===== src/rtl/seq_slice_adder.sv =====
// Multi-cycle adder/subtractor: one SLICE-bit chunk per clock, LSB slice first,
// with a ready/valid handshake on the operand side and on the result side.
module seq_slice_adder #(
    parameter int WIDTH = 32,
    parameter int SLICE = 8
) (
    input  logic             clk,
    input  logic             rst,
    input  logic [WIDTH-1:0] X,
    input  logic [WIDTH-1:0] Y,
    input  logic             Cin,
    input  logic             Sub,
    input  logic             in_valid,
    output logic             in_ready,
    output logic [WIDTH-1:0] S,
    output logic             Cout,
    output logic             Ovf,
    output logic             out_valid,
    input  logic             out_ready
);

    localparam int NSLICE = WIDTH / SLICE;
    localparam int CW     = (NSLICE > 1) ? $clog2(NSLICE) : 1;
    localparam logic [CW-1:0] LAST = CW'(NSLICE - 1);

    generate
        if (WIDTH < 2) begin : g_bad_width
            $error("seq_slice_adder: WIDTH must be at least 2");
        end
        if (SLICE < 1 || (WIDTH % SLICE) != 0) begin : g_bad_slice
            $error("seq_slice_adder: WIDTH must be a multiple of SLICE");
        end
    endgenerate

    typedef enum logic [1:0] {
        IDLE = 2'd0,
        RUN  = 2'd1,
        DONE = 2'd2
    } state_t;

    state_t           state;
    logic [WIDTH-1:0] a_q;
    logic [WIDTH-1:0] b_q;
    logic             carry;
    logic [CW-1:0]    cnt;

    logic [SLICE-1:0] a_sl;
    logic [SLICE-1:0] b_sl;
    logic [SLICE:0]   slice_sum;
    logic             slice_ovf;

    always_comb begin
        a_sl      = a_q[cnt*SLICE +: SLICE];
        b_sl      = b_q[cnt*SLICE +: SLICE];
        slice_sum = {1'b0, a_sl} + {1'b0, b_sl} + {{SLICE{1'b0}}, carry};
        // carry into the MSB is recovered as a ^ b ^ sum at that bit position
        slice_ovf = a_sl[SLICE-1] ^ b_sl[SLICE-1] ^ slice_sum[SLICE-1] ^ slice_sum[SLICE];
    end

    assign in_ready  = (state == IDLE);
    assign out_valid = (state == DONE);

    always_ff @(posedge clk or posedge rst) begin
        if (rst) begin
            state <= IDLE;
            a_q   <= '0;
            b_q   <= '0;
            carry <= 1'b0;
            cnt   <= '0;
            S     <= '0;
            Cout  <= 1'b0;
            Ovf   <= 1'b0;
        end else begin
            case (state)
                IDLE: begin
                    if (in_valid) begin
                        a_q   <= X;
                        b_q   <= Sub ? ~Y : Y;
                        carry <= Sub | Cin;
                        cnt   <= '0;
                        state <= RUN;
                    end
                end
                RUN: begin
                    S[cnt*SLICE +: SLICE] <= slice_sum[SLICE-1:0];
                    carry                 <= slice_sum[SLICE];
                    if (cnt == LAST) begin
                        Cout  <= slice_sum[SLICE];
                        Ovf   <= slice_ovf;
                        cnt   <= '0;
                        state <= DONE;
                    end else begin
                        cnt <= cnt + 1'b1;
                    end
                end
                DONE: begin
                    if (out_ready) begin
                        state <= IDLE;
                    end
                end
                default: state <= IDLE;
            endcase
        end
    end

endmodule


===== config.mk =====
export PLATFORM = sky130hd
export DESIGN_NAME = seq_slice_adder
export DESIGN_NICKNAME = d
export VERILOG_FILES = /design/src/rtl/seq_slice_adder.sv
export SDC_FILE = /design/constraint.sdc
export NUM_CORES = 1
export LEC_CHECK = 0
export ABC_AREA = 1
export CORE_MARGIN = 2
export CORE_UTILIZATION = 30
export DETAILED_ROUTE_END_ITERATION = 8
export PLACE_DENSITY = 0.57
export SYNTH_ARGS = -nofsm -noshare
export SYNTH_HDL_FRONTEND = slang
export SYNTH_SLANG_ARGS = --single-unit
export TNS_END_PERCENT = 30

===== constraint.sdc =====
create_clock -name clk -period 7.7 [get_ports clk]
set_input_delay 1.155 -clock clk [delete_from_list [all_inputs] [get_ports clk]]
set_output_delay 1.155 -clock clk [all_outputs]
set_load 0.02 [all_outputs]

==> results.ini, run 1 <==
[setup_path]
crit_type=reg2reg
max_stage_delay_ns=0.62
worstReg2RegStart=cnt[1]
worstPathRequired_ns=7.99
r2r-end=S[12]
r2r_slack_ns=4.50
worst-path-max-fanout=22
reg2reg_depth=14
crit_chain=inv_1, o21ai_0, o22ai_1, fa_1, inv_1, fa_1, inv_1, nand3_1, nand2_2, xor2_2, nand2_1, nor2_1, nand2_1, nand2_1
start_kind=flop
slowest_stage=inv_1
critical_path_arrival_ns=3.49
endpoint_kind=flop

[detailed_routing]
antenna_left=0
detail_route.wl_per_cell_um=14.5
wl_mm=13.5
first_iter_violations=265
drc=0
vias=4265
viasPerCell=4.59
first_pass_iters=4

[global_routing]
grt_pass1_wl_mm=22.5
grt_pass1_vias=4428
grt_use_total_pct=15.7
antenna_found_initial=0
grt_max_degree=100
grt-ovfl-total=0

[clock_tree]
clkLatencyLatePin_ns=0.36
path_clk_slew_ns=0.07
htreeDepth=3
cts_made_buffers=9
cts_buffer_depth=2
cts_setup_buffers=0
tritoncts=built
cts_hold_buf=0
cts_num_sinks=103
cts_resized=0
cts_root_buffer=clkbuf_16

[layout]
fillers=1706
insertedDiodeCount=0
fin_nets=789
final_cell_mix=nand2_1, clkdlybuf4s50_1, dfrtp_1, o21ai_0, nor2_1
final_layout_size_suffix_gt1_share_pct=5.50
multi_input_area_sq_mm=0.00228
regArea_sq_mm=0.00258
final_common_cell=nand2_1
area_delta_synth_final_pct=29.4
final_util_pct=39.8

[sta]
slew_viol_final=0
worst_slack_ns=4.50
fin_setup_tns_ns=0
clock_skew_ns=0.00710
rsz0062_at_grt=no
setup_viol=0
finalHoldViolations=0
fin_crit_sh_pct=41.5
worst_pin_slew_ns=0.916
relSlewSlack_pct=38.9
period_minus_slack_ns=3.20
max_clock_freq_mhz=313

[yosys]
ys_types=33
syn_area_sq_mm=0.00514
ys_warn_count=0
avgSynthCellArea_sq_um=8.38
synth-seq-cells=103
yosysSeqAreaShare_pct=50.1
syn_inst=614
syn_nets=699

[pwr]
ir_drop_v=0.000252
powerDensity_mw_per_mm2=461
p_leak_nw=3.11

[min_path]
hold_depth=2
hold_path_end=S[16]
hold_path_class=reg2reg
hp-start=S[16]

[die]
ios=106
die_h_um=135
core_area_sq_mm=0.0167
die_w_um=135
dieArea_sq_mm=0.0182
row_count=47
start_util_pct=30.8

[placed_design]
place_ws_ns=4.43
dp_hpwl_mm=9.75
gp_congestion=0.816
port_buffers=105

[run_status]
outcome=finished clean

[flow_run]
drv_cap=0

[per-layer routing]
layer | GRT usage, % | wire, um | vias up | part of all wire (%)
met5 | 0 | 0 | - | 0
met4 | 5.50 | 248 | 0 | 1.8
met3 | 2.82 | 617 | 20 | 4.6
met2 | 24.9 | 6140 | 117 | 45
met1 | 21.7 | 6490 | 1977 | 48
li1 | - | - | 2151 | -
[synth_stat cells, drive strengths merged]
cell type    n  area share [%]
xor2         2            0.49
and2         1            0.12
a21oi        5            0.49
o22ai       14             1.7
o31ai        2            0.29
ha          13             3.2
nor3         1            0.32
nand3       16             1.7
o21ai       75             7.3
inv         36             2.6
a22o         5            0.85
clkinv       1            0.17
nand4        8            0.97
dfrtp      103              50
o211ai       1            0.15
fa           2            0.78
a32oi        2            0.34
nor2        43             3.4
buf         19             1.9
xnor2       33             5.6
clkbuf      10            0.80
nand2      222              17
[per-stage QoR]
step                instances  instance area (sq um)  hold WS (ns)  power, W
floorplan                 614                   5140         0.444   0.00206
global placement          913                   6350         0.459   0.00257
detailed placement        913                   6350         0.464   0.00260
CTS                       929                   6660         0.483   0.00308
global route              929                   6660         0.503   0.00336
finish                    929                   6660         0.481   0.00307
[worst max-delay path: cells and delay by family, from the launching register on]
| kind | cells | cell delay [ns] |
|---|---|---|
| compound gates | 2 | 0.42 |
| xor+xnor | 1 | 0.15 |
| fa+ha+maj | 2 | 0.63 |
| buf+inv | 3 | 0.77 |
| flops | 1 | 0.61 |
| simple gates | 6 | 0.55 |
[worst max-delay path by stage]
stage,cells past startpoint,slack [ns],start,end
floorplan,1,3.84,rst,Cout
global placement,6,4.50,in_valid,carry
detailed placement,6,4.43,in_valid,carry
CTS,14,4.51,cnt[1],S[12]
global route,14,4.08,cnt[1],S[28]
finish,14,4.50,cnt[1],S[12]
[logic make-up after synthesis]
| family | count (synthesis) | share of synthesized area [%] |
|---|---|---|
| AO/OA/AOI/OAI | 104 | 11.1 |
| AND/OR/NAND/NOR | 291 | 23.2 |
| flip-flops | 103 | 50.1 |
| buffers and inverters | 66 | 5.55 |
| XOR/XNOR | 35 | 6.11 |
| adder cells (fa/ha/maj) | 15 | 3.94 |
[sequential cells by signal, summed over array words and instances, names as in the netlist]
register	count
S	32
state	2
b_q	32
carry	1
cnt	2
a_q	32
Ovf	1
Cout	1
[power breakdown]
| group | internal (W) | leakage (nW) | switching (W) |
|---|---|---|---|
| Combinational | 0.000592 | 1.64 | 0.00107 |
| Clock | 0.000263 | 0.145 | 0.000211 |
| Sequential | 0.000774 | 1.32 | 0.000152 |
[final cells by class]
type	instances	area share (%)
flip-flops and latches	103	38.7
clock inverters	6	1.02
well taps	220	4.14
clock buffers	10	3.59
multi-input cells	445	34.3
inverters	37	2.20
repair buffers	108	16.1
No activity file was read; power rests on OpenSTA's default activity.
==> inputs of run 2 (changes only) <==
Clock period 7.7 ns to 3.3 ns, I/O delays scaled along.
==> run 2 against run 1 <==
  * Final cell count rose by 0.32%
  * Worst hold slack worse by 0.0020 ns
  * Largest power group unchanged
  * Critical path depth unchanged
  * Die area stayed put
  * Sequential share of layout area decreased by 0.22 points
  * Largest cell class unchanged
  * Critical endpoint unchanged
==> results.ini, run 2 (synthesized netlist as in run 1, its figures left out) <==
[layout]
final_common_cell=nand2_1
reg.largest.list=S (32), a_q (32), b_q (32)
area_delta_synth_final_pct=30.1
fin_nets=792
final_cell_count_no_fill=932
insertedDiodeCount=0
final_layout_size_suffix_gt1_share_pct=5.76
final_cell_mix=nand2_1, clkdlybuf4s50_1, dfrtp_1, o21ai_0, nor2_1

[placed_design]
dp_cells=916
dp_hpwl_mm=9.79
port_buffers=105
gp_congestion=0.822

[clock_tree]
cts_made_buffers=9
path_clk_slew_ns=0.07
cts_setup_buffers=0
cts_buffer_depth=2
cts_root_buffer=clkbuf_16
cts_num_sinks=103
cts_hold_buf=0
clkLatencyLatePin_ns=0.35
tritoncts=built
htreeDepth=3
cts_resized=0

[sta]
relSlewSlack_pct=40.8
rsz0062_at_grt=no
slew_viol_final=0
max_clock_freq_mhz=364
worst_pin_slew_ns=0.888
clock_skew_ns=0.00810
finalHoldViolations=0
setup_viol=0
fin_setup_tns_ns=0
period_minus_slack_ns=2.75
fin_crit_sh_pct=83.3

[setup_path]
crit_type=reg2reg
crit_chain=inv_1, o21ai_0, o22ai_1, fa_1, inv_1, fa_1, inv_1, nand3_1, nand2_2, xor2_2, nand2_1, nor2_1, nand2_1, nand2_1
critical_path_arrival_ns=3.04
max_stage_delay_ns=0.45
worstPathRequired_ns=3.59
worst-path-max-fanout=22
start_kind=flop
endpoint_kind=flop
slowest_stage=inv_1

[detailed_routing]
detail_route.wl_per_cell_um=14.1
viasPerCell=4.65
first_iter_violations=308
vias=4334
drc=0
wl_mm=13.1
antenna_left=0
first_pass_iters=5

[flow_run]
drv_cap=0

[global_routing]
grt-ovfl-total=0
grt_pass1_wl_mm=21.8
grt_pass1_vias=4262
grt_max_degree=60
antenna_found_initial=0
grt_use_total_pct=15.3

[run_status]
outcome=finished clean

[die]
die_w_um=135
start_util_pct=30.8
dieArea_sq_mm=0.0182
ios=106
row_count=47
die_h_um=135
core_area_sq_mm=0.0167

[pwr]
ir_drop_v=0.000468
p_leak_nw=3.13
power_w=0.00717
powerDensity_mw_per_mm2=1070

[min_path]
hold_path_class=reg2reg

-- run 2: power breakdown --
group	internal (W)	leakage [nW]	switching [W]
Combinational	0.00141	1.66	0.00250
Sequential	0.00181	1.32	0.000349
Clock	0.000648	0.156	0.000456
-- run 2: metal layers --
layer / routed length, um / track usage [%] / up-vias
li1: - / - / 2154
met2: 6030 / 23.9 / 129
met3: 708 / 3.19 / 15
met5: 0 / 0 / -
met1: 6170 / 21.1 / 2036
met4: 234 / 5.03 / 0
-- run 2: per-stage QoR --
stage | util (%) | hold slack, ns | setup WS (ns) | cell area (sq um)
finish | 40.1 | 0.479 | 0.550 | 6690
global route | 40.1 | 0.507 | 0.207 | 6690
CTS | 40.1 | 0.485 | 0.533 | 6690
detailed placement | 38.2 | 0.466 | 0.557 | 6380
global placement | 38.2 | 0.462 | 0.593 | 6380
floorplan | - | 0.444 | 0.101 | 5140
-- run 2: worst max-delay path, delay by kind of cell, from the launching register on --
family / cells / cell delay, ns
buf+inv: 3 / 0.59
simple gates: 6 / 0.55
compound gates: 2 / 0.39
flops: 1 / 0.37
xor+xnor: 1 / 0.17
fa+ha+maj: 2 / 0.63
-- run 2: cell type report --
class	count	area, sq um
flip-flops and latches	103	2580
repair buffers	111	1100
inverters	37	146
fillers	1681	10000
multi-input cells	445	2280
clock buffers	13	270
well taps	220	275
clock inverters	3	40.0
-- run 2: final timing paths --
| check | from | end | slack (ns) | cells after the start |
|---|---|---|---|---|
| worst min-delay path | b_q[13] | b_q[13] | 0.48 | 2 |
| worst min register to register | b_q[13] | b_q[13] | 0.48 | 2 |
| max in group asynchronous | rst | b_q[31] | 1.99 | 3 |
| min in group asynchronous | rst | a_q[9] | 0.58 | 2 |
| worst max-delay path | cnt[1] | S[12] | 0.55 | 14 |
| worst max register to register | cnt[1] | S[12] | 0.55 | 14 |
==> inputs of run 3 (changes only) <==
Settings changed: PLACE_DENSITY 0.57 to 0.58.
Clock period 3.3 ns to 2.5 ns, I/O delays scaled along.
==> run 3 against run 2 <==
  * Die area unchanged
  * Worst setup slack lost 0.41 ns
  * Clock-buffer cell count shrank 3
  * Fmax increased by 17%
  * Power is 43% higher
  * Via count fell by 2.4%
  * Critical path type unchanged
  * Critical endpoint is now Ovf
  * Largest cell class unchanged
==> results.ini, run 3 (synthesized netlist as in run 1, its figures left out) <==
[setup_path]
crit_type=reg2reg
crit_chain=buf_6, o21ai_4, o22ai_2, fa_2, inv_1, fa_2, inv_1, nand3_1, nand2_2, and2_4, nor2_2, nand2_1, nand3_1, nand2_1
r2r_slack_ns=0.14
worstReg2RegStart=cnt[0]
endpoint_kind=flop
worstSetupStartpoint=cnt[0]
worstSetupEndpoint=Ovf
start_kind=flop
max_stage_delay_ns=0.46
worstPathRequired_ns=2.74
slowest_stage=dfrtp_2
worst-path-max-fanout=7
critical_path_arrival_ns=2.60
reg2reg_depth=14
r2r-end=Ovf

[layout]
final_util_pct=41.9
reg.largest.list=S (32), a_q (32), b_q (32)
insertedDiodeCount=0
fin_nets=810
final_common_cell=nand2_1
area_delta_synth_final_pct=35.9
final_cell_mix=nand2_1, clkdlybuf4s50_1, dfrtp_1, o21ai_0, nor2_1
final_layout_size_suffix_gt1_share_pct=10.7

[detailed_routing]
vias=4228
first_iter_violations=297
wl_mm=13.4
detail_route.wl_per_cell_um=14.1
antenna_left=0
viasPerCell=4.45
first_pass_iters=5
drc=0

[clock_tree]
path_clk_slew_ns=0.07
clkLatencyLatePin_ns=0.36
tritoncts=built
htreeDepth=3
cts_num_sinks=103
cts_buffer_depth=2
cts_root_buffer=clkbuf_16
cts_made_buffers=9
cts_hold_buf=0

[sta]
clock_skew_ns=0.00960
finalHoldViolations=0
slew_viol_final=0
fin_crit_sh_pct=94.2
relSlewSlack_pct=63.6
fin_setup_tns_ns=0
whs_ns=0.329
worst_slack_ns=0.145
setup_viol=0
period_minus_slack_ns=2.36
worst_pin_slew_ns=0.545
max_clock_freq_mhz=425

[pwr]
p_leak_nw=3.25
ir_drop_v=0.000676
power.share.clock_pct=14.1
powerDensity_mw_per_mm2=1470
pwr-share-seq_pct=28.3
power_frac_comb_pct=57.7
power_w=0.0103
p_int_w=0.00564
switching_share_pct=45.0
power.switching_w=0.00462

[flow_run]
drv_cap=0

[die]
dieArea_sq_mm=0.0182
start_util_pct=30.8
core_area_sq_mm=0.0167
die_w_um=135
ios=106
row_count=47
die_h_um=135

[placed_design]
dp_hpwl_mm=10.0
gp_congestion=0.804
port_buffers=105
place_ws_ns=0.0113

[global_routing]
grt-ovfl-total=0
grt_max_degree=94
grt_pass1_wl_mm=21.6
grt_pass1_vias=4202
antenna_found_initial=0
grt_use_total_pct=15.2

[min_path]
hold_path_class=in2async

[run_status]
outcome=finished clean

run 3: changes by cell type in the layout (fill, tap and decap cells not counted), sizes merged:
cell      previous run  this run
buf                  7        24
inv                 36        37
clkinvlp             0         2
clkbuf              13        11
run 3: worst min path at each step:
stage,start,end,cells past startpoint
CTS,rst,S[4],2
global placement,b_q[10],b_q[10],2
floorplan,a_q[16],a_q[16],2
finish,rst,S[20],2
detailed placement,a_q[7],a_q[7],2
global route,rst,S[20],2
run 3: power groups by stage:
| stage | clock network (W) | logic [W] | registers [W] |
|---|---|---|---|
| 6_report | 0.00144 | 0.00592 | 0.00290 |
| 5_1_grt | 0.00156 | 0.00661 | 0.00298 |
| 4_1_cts | 0.00149 | 0.00539 | 0.00289 |
| 3_5_place_dp | 0 | 0.00537 | 0.00291 |
| 3_3_place_gp | 0 | 0.00530 | 0.00292 |
| 2_1_floorplan | 0 | 0.00340 | 0.00294 |
run 3: cell type report:
class	count	area [sq um]
Clock buffer	10	239
Clock inverter	6	67.6
Fill cell	1668	9710
Inverter	37	150
Multi-Input combinational cell	445	2370
Sequential cell	103	2580
Tap cell	220	275
Timing Repair Buffer	129	1310
run 3: repair_timing:
action,in CTS,in global routing
gates resized for setup,1,31
endpoints found under the setup margin,2,22
buffers inserted,0,6
cloned,0,1
pin swaps,0,7
run 3: worst max-delay path, delay by kind of cell, from the launching register on:
kind | cells | cell delay [ns]
flip-flops | 1 | 0.46
AO/OA/AOI/OAI | 2 | 0.25
buffers and inverters | 3 | 0.30
AND/OR/NAND/NOR | 7 | 0.63
adder cells (fa/ha/maj) | 2 | 0.61
run 3: metal layers:
metal | vias to the layer above | share of wire, % | track usage (%)
li1 | 2195 | - | -
met1 | 1914 | 48 | 20.8
met2 | 101 | 46 | 24.2
met3 | 18 | 4.4 | 3.30
met4 | 0 | 1.7 | 5.03
met5 | - | 0 | 0
run 3: metrics by stage:
step                std cells  instance area (sq um)
floorplan                 614                   5150
global placement          927                   6500
detailed placement        927                   6500
CTS                       943                   6820
global route              950                   6990
finish                    950                   6990
==> variant 1, RTL diff (flow settings as in run 3) <==
The parameter `WIDTH` goes from 32 to 64.
--- a/src/rtl/seq_slice_adder.sv
+++ b/src/rtl/seq_slice_adder.sv
@@ -2,5 +2,5 @@
 // with a ready/valid handshake on the operand side and on the result side.
 module seq_slice_adder #(
-    parameter int WIDTH = 32,
+    parameter int WIDTH = 64,
     parameter int SLICE = 8
 ) (
Interface: changed (resized S, X and Y); port bits go from 106 to 202. No check against the original RTL was run, so the function may have changed too.
==> variant 1 against run 3 <==
The run now ends with setup timing left; maximum frequency decreased by 15%; total power increased by 110%; routed wire length increased by 120%; combinational power increased by 120%; final area increased by 95%; synthesized area increased by 88%; first-iteration DRC count increased to 2.6 times the old value; count of clock-buffer cells in the layout increased by 9; setup slack got worse by 430 ps; clock power increased by 95%; sequential cell count increased by 97; highest routed layer unchanged.
==> variant 1: results (changes against run 3) <==
grtUsageTotal_pct: 17.7  # +2.4 points
reg2reg_from: "cnt[1]$_DFFE_PP0P_"
slowest_stage: "dfrtp_1"
grt_pass1_wl_um: 46700  # +120%
synthTopCellsByArea: "dfrtp_1, nand2_1, o21ai_0"
p_leak_nw: 6.30  # +94%
portBuffers: 201  # +91%
cts_resized: 57  # +56
worst_pin_slew_ps: 694  # +149 ps
crit_start: "cnt[1]$_DFFE_PP0P_"
drt_iter0_markers: 772  # +160%
swShare_pct: 43.9  # -1.1 points
worstSkewPairLatency_ps: 440  # +80 ps
setup_viol: 56  # +56
critPathTopFamily: "buffers and inverters"
synth-seq-area-share_pct: 51.6  # +1.5 points
grt_max_degree: 140  # +49%
final_cells: 1834  # +93%
cts_setup_buffers: 8  # +8
cp_max_fo: 13  # +6
ir_drop_mv: 0.937  # +39%
setup_ws_ps: -282  # -427 ps
num-nets-final: 1570  # +94%
htreeDepth: 4  # +1
fillers: 3151  # +89%
synthCells: 1173  # +91%
reg2regPathDepth: 17  # +3
cts_buffers: 17  # +8
failed_checks: "setup timing"
gp_congestion: 0.862  # +7.2%
drive_gt1_share_pct: 13.5  # +2.8 points
ys_types: 31  # -6.1%
viasPerCell: 4.66  # +4.7%
synthAdderAreaFrac_pct: 2.22  # -1.7 points
synthXorXnorAreaFrac_pct: 6.05  # -0.051 points
synth_compound_area_share_pct: 12.4  # +1.3 points
crit_end: "S[14]$_DFFE_PP0P_"
synth_commonest_cells: "nand2_1, dfrtp_1, o21ai_0"
fin_worst_skew_ps: 16.7  # +7.12 ps
max_stage_delay_ps: 400  # -60 ps
outcome: "complete, but fails checks"
grt_pass1_vias: 8675  # +110%
variant 1: power by group through the flow:
stage                     clock network (mW)  registers, mW  logic, mW
after global placement                     0           5.52       11.3
after detailed placement                   0           5.53       11.5
final                                   2.81           5.49       13.2
after floorplan                            0           5.74       5.82
after CTS                               2.88           5.49       12.9
after global routing                    3.03           5.65       14.6
variant 1: area by class of cell:
class,count,share of cell area (%)
clock inverter,12,1.03
sequential,200,36.7
timing repair buffer,290,21.0
clock buffer,19,3.25
tap,402,3.69
multi-input combinational,847,32.4
inverter,64,1.84
variant 1: logic make-up (layout without fill, tap and decap cells):
kind of cell	Yosys count	count (layout)
AO/OA/AOI/OAI	229	229
XOR/XNOR	67	67
adder cells (fa/ha/maj)	16	16
flip-flops	200	200
AND/OR/NAND/NOR	535	535
buffers and inverters	126	385
variant 1: worst min-delay path by stage:
stage	start	slack, ps	to	cells past startpoint
floorplan	a_q[0]$_DFFE_PP0P_	440	a_q[0]$_DFFE_PP0P_	2
global placement	S[2]$_DFFE_PP0P_	460	S[2]$_DFFE_PP0P_	2
detailed placement	a_q[3]$_DFFE_PP0P_	460	a_q[3]$_DFFE_PP0P_	2
CTS	rst	170	a_q[29]$_DFFE_PP0P_	2
global route	rst	170	a_q[29]$_DFFE_PP0P_	2
finish	rst	180	a_q[29]$_DFFE_PP0P_	2
variant 1: routing by layer:
metal	global-route usage (%)	wire, µm	vias to the layer above
met2	28.5	13500	231
met4	4.61	449	0
met5	0	0	-
met3	2.36	1170	25
li1	-	-	4262
met1	25.0	13900	4024
variant 1: stage by stage:
step	setup TNS, ps	worst slack [ps]	cell area (µm²)
after floorplan	-97530	-463	9700
final	-9570	-282	13600
after CTS	-8320	-268	13500
after detailed placement	-16990	-504	12700
after global placement	-14400	-422	12700
after global routing	-19800	-472	13600
==> variant 2, RTL diff (config.mk and constraints of run 3) <==
Without the edit above. The 3 states of `state_t` get a one-hot encoding in 3 bits.
--- a/src/rtl/seq_slice_adder.sv
+++ b/src/rtl/seq_slice_adder.sv
@@ -33,8 +33,8 @@
     endgenerate
 
-    typedef enum logic [1:0] {
-        IDLE = 2'd0,
-        RUN  = 2'd1,
-        DONE = 2'd2
+    typedef enum logic [2:0] {
+        IDLE = 3'b001,
+        RUN  = 3'b010,
+        DONE = 3'b100
     } state_t;
 
Check against the original RTL: same outputs for any inputs over 10 cycles, from zero or initial values and one cycle with rst high; not proved beyond that.
==> variant 2 against run 3 <==
Combinational power down 15%; total power decreased by 9.5%; setup slack got worse by 19 ps; routed wire length rose by 1.2%; sequential power is 2% lower; sequential cell count increased by 1; global-route usage rose by 0.34 points; sequential share of layout area up 0.37 points; synthesized area increased by 0.75%; utilization decreased by 0.99 points; final area is essentially flat; highest routed layer unchanged.
==> variant 2: results (changes against run 3) <==
outcome: "finished clean"
grtUsageTotal_pct: 15.6  # +0.34 points
met3_usage_pct: 3.03  # -0.27 points
num-nets-final: 818  # +0.99%
dp_hpwl_um: 10200  # +1.1%
internal-power_mw: 5.32  # -5.8%
post_dp_cell_area_um2: 6570  # +1.0%
avgSynthCellArea_um2: 8.43  # +0.59%
holdWs_ps: 480  # +151 ps
p_leak_nw: 3.26  # +0.18%
reg2regPathDepth: 9  # -5
met1_usage_pct: 19.6  # -1.2 points
synth_compound_area_share_pct: 11.0  # -0.13 points
ys_types: 31  # -6.1%
grt_max_degree: 105  # +12%
gp_congestion: 0.850  # +5.8%
vias: 4333  # +2.5%
ir_drop_mv: 0.645  # -4.5%
wl_met1_um: 5910  # -7.7%
power_density_nw_per_um2: 1330  # -9.5%
synthTopCellsByArea: "dfrtp_1, nand2_1, o21ai_0"
totalWireLength_um: 13500  # +1.2%
wl_met3_um: 663  # +14%
syn-num-nets: 700  # +0.14%
hold_class: "flip-flop to flip-flop"
crit_end: "S[18]$_DFFE_PP0P_"
final_cells: 963  # +1.4%
p_comb_share_pct: 54.1  # -3.6 points
drive_gt1_share_pct: 11.5  # +0.83 points
powerSeq_mw: 2.84  # -2%
synth-seq-area-share_pct: 50.2  # +0.13 points
critPathTopFamily: "adder cells"
use_met2_pct: 27.0  # +2.9 points
worst_pin_slew_ps: 541  # -3.96 ps
grt_pass1_vias: 4364  # +3.9%
period_share_pct: 94.9  # +0.74 points
synthAdderAreaFrac_pct: 3.91  # -0.029 points
min_to: "a_q[15]$_DFFE_PP0P_"
drt_iter0_markers: 268  # -9.8%
synthXorXnorAreaFrac_pct: 5.92  # -0.19 points
synth_commonest_cells: "nand2_1, dfrtp_1, o21ai_0"
fin_worst_skew_ps: 7.80  # -1.81 ps
==> variant 2: changes by cell type after synthesis, sizes merged, moves of 2 or more <==
cell,change
nand2,-2
buf,-3
o21ai,+6
inv,-4
o22ai,+2
nand4,-2
clkbuf,+2
nand3,+4
a22o,-2
a32oi,-2
nor2,+2
a21oi,-2
==> variant 2: cell type report <==
| cell class | instances | area (µm²) |
|---|---|---|
| timing repair buffer | 135 | 1310 |
| fill | 1791 | 10100 |
| tap | 225 | 282 |
| multi-input combinational | 450 | 2360 |
| inverter | 33 | 138 |
| sequential | 104 | 2610 |
| clock inverter | 6 | 58.8 |
| clock buffer | 10 | 239 |
==> variant 2: repair_timing <==
action | in CTS | in global routing
endpoints found under the setup margin | 21 | 22
setup buffers | 2 | 3
pin swaps | 0 | 10
resized for setup | 4 | 29
hold buffers | 0 | 0
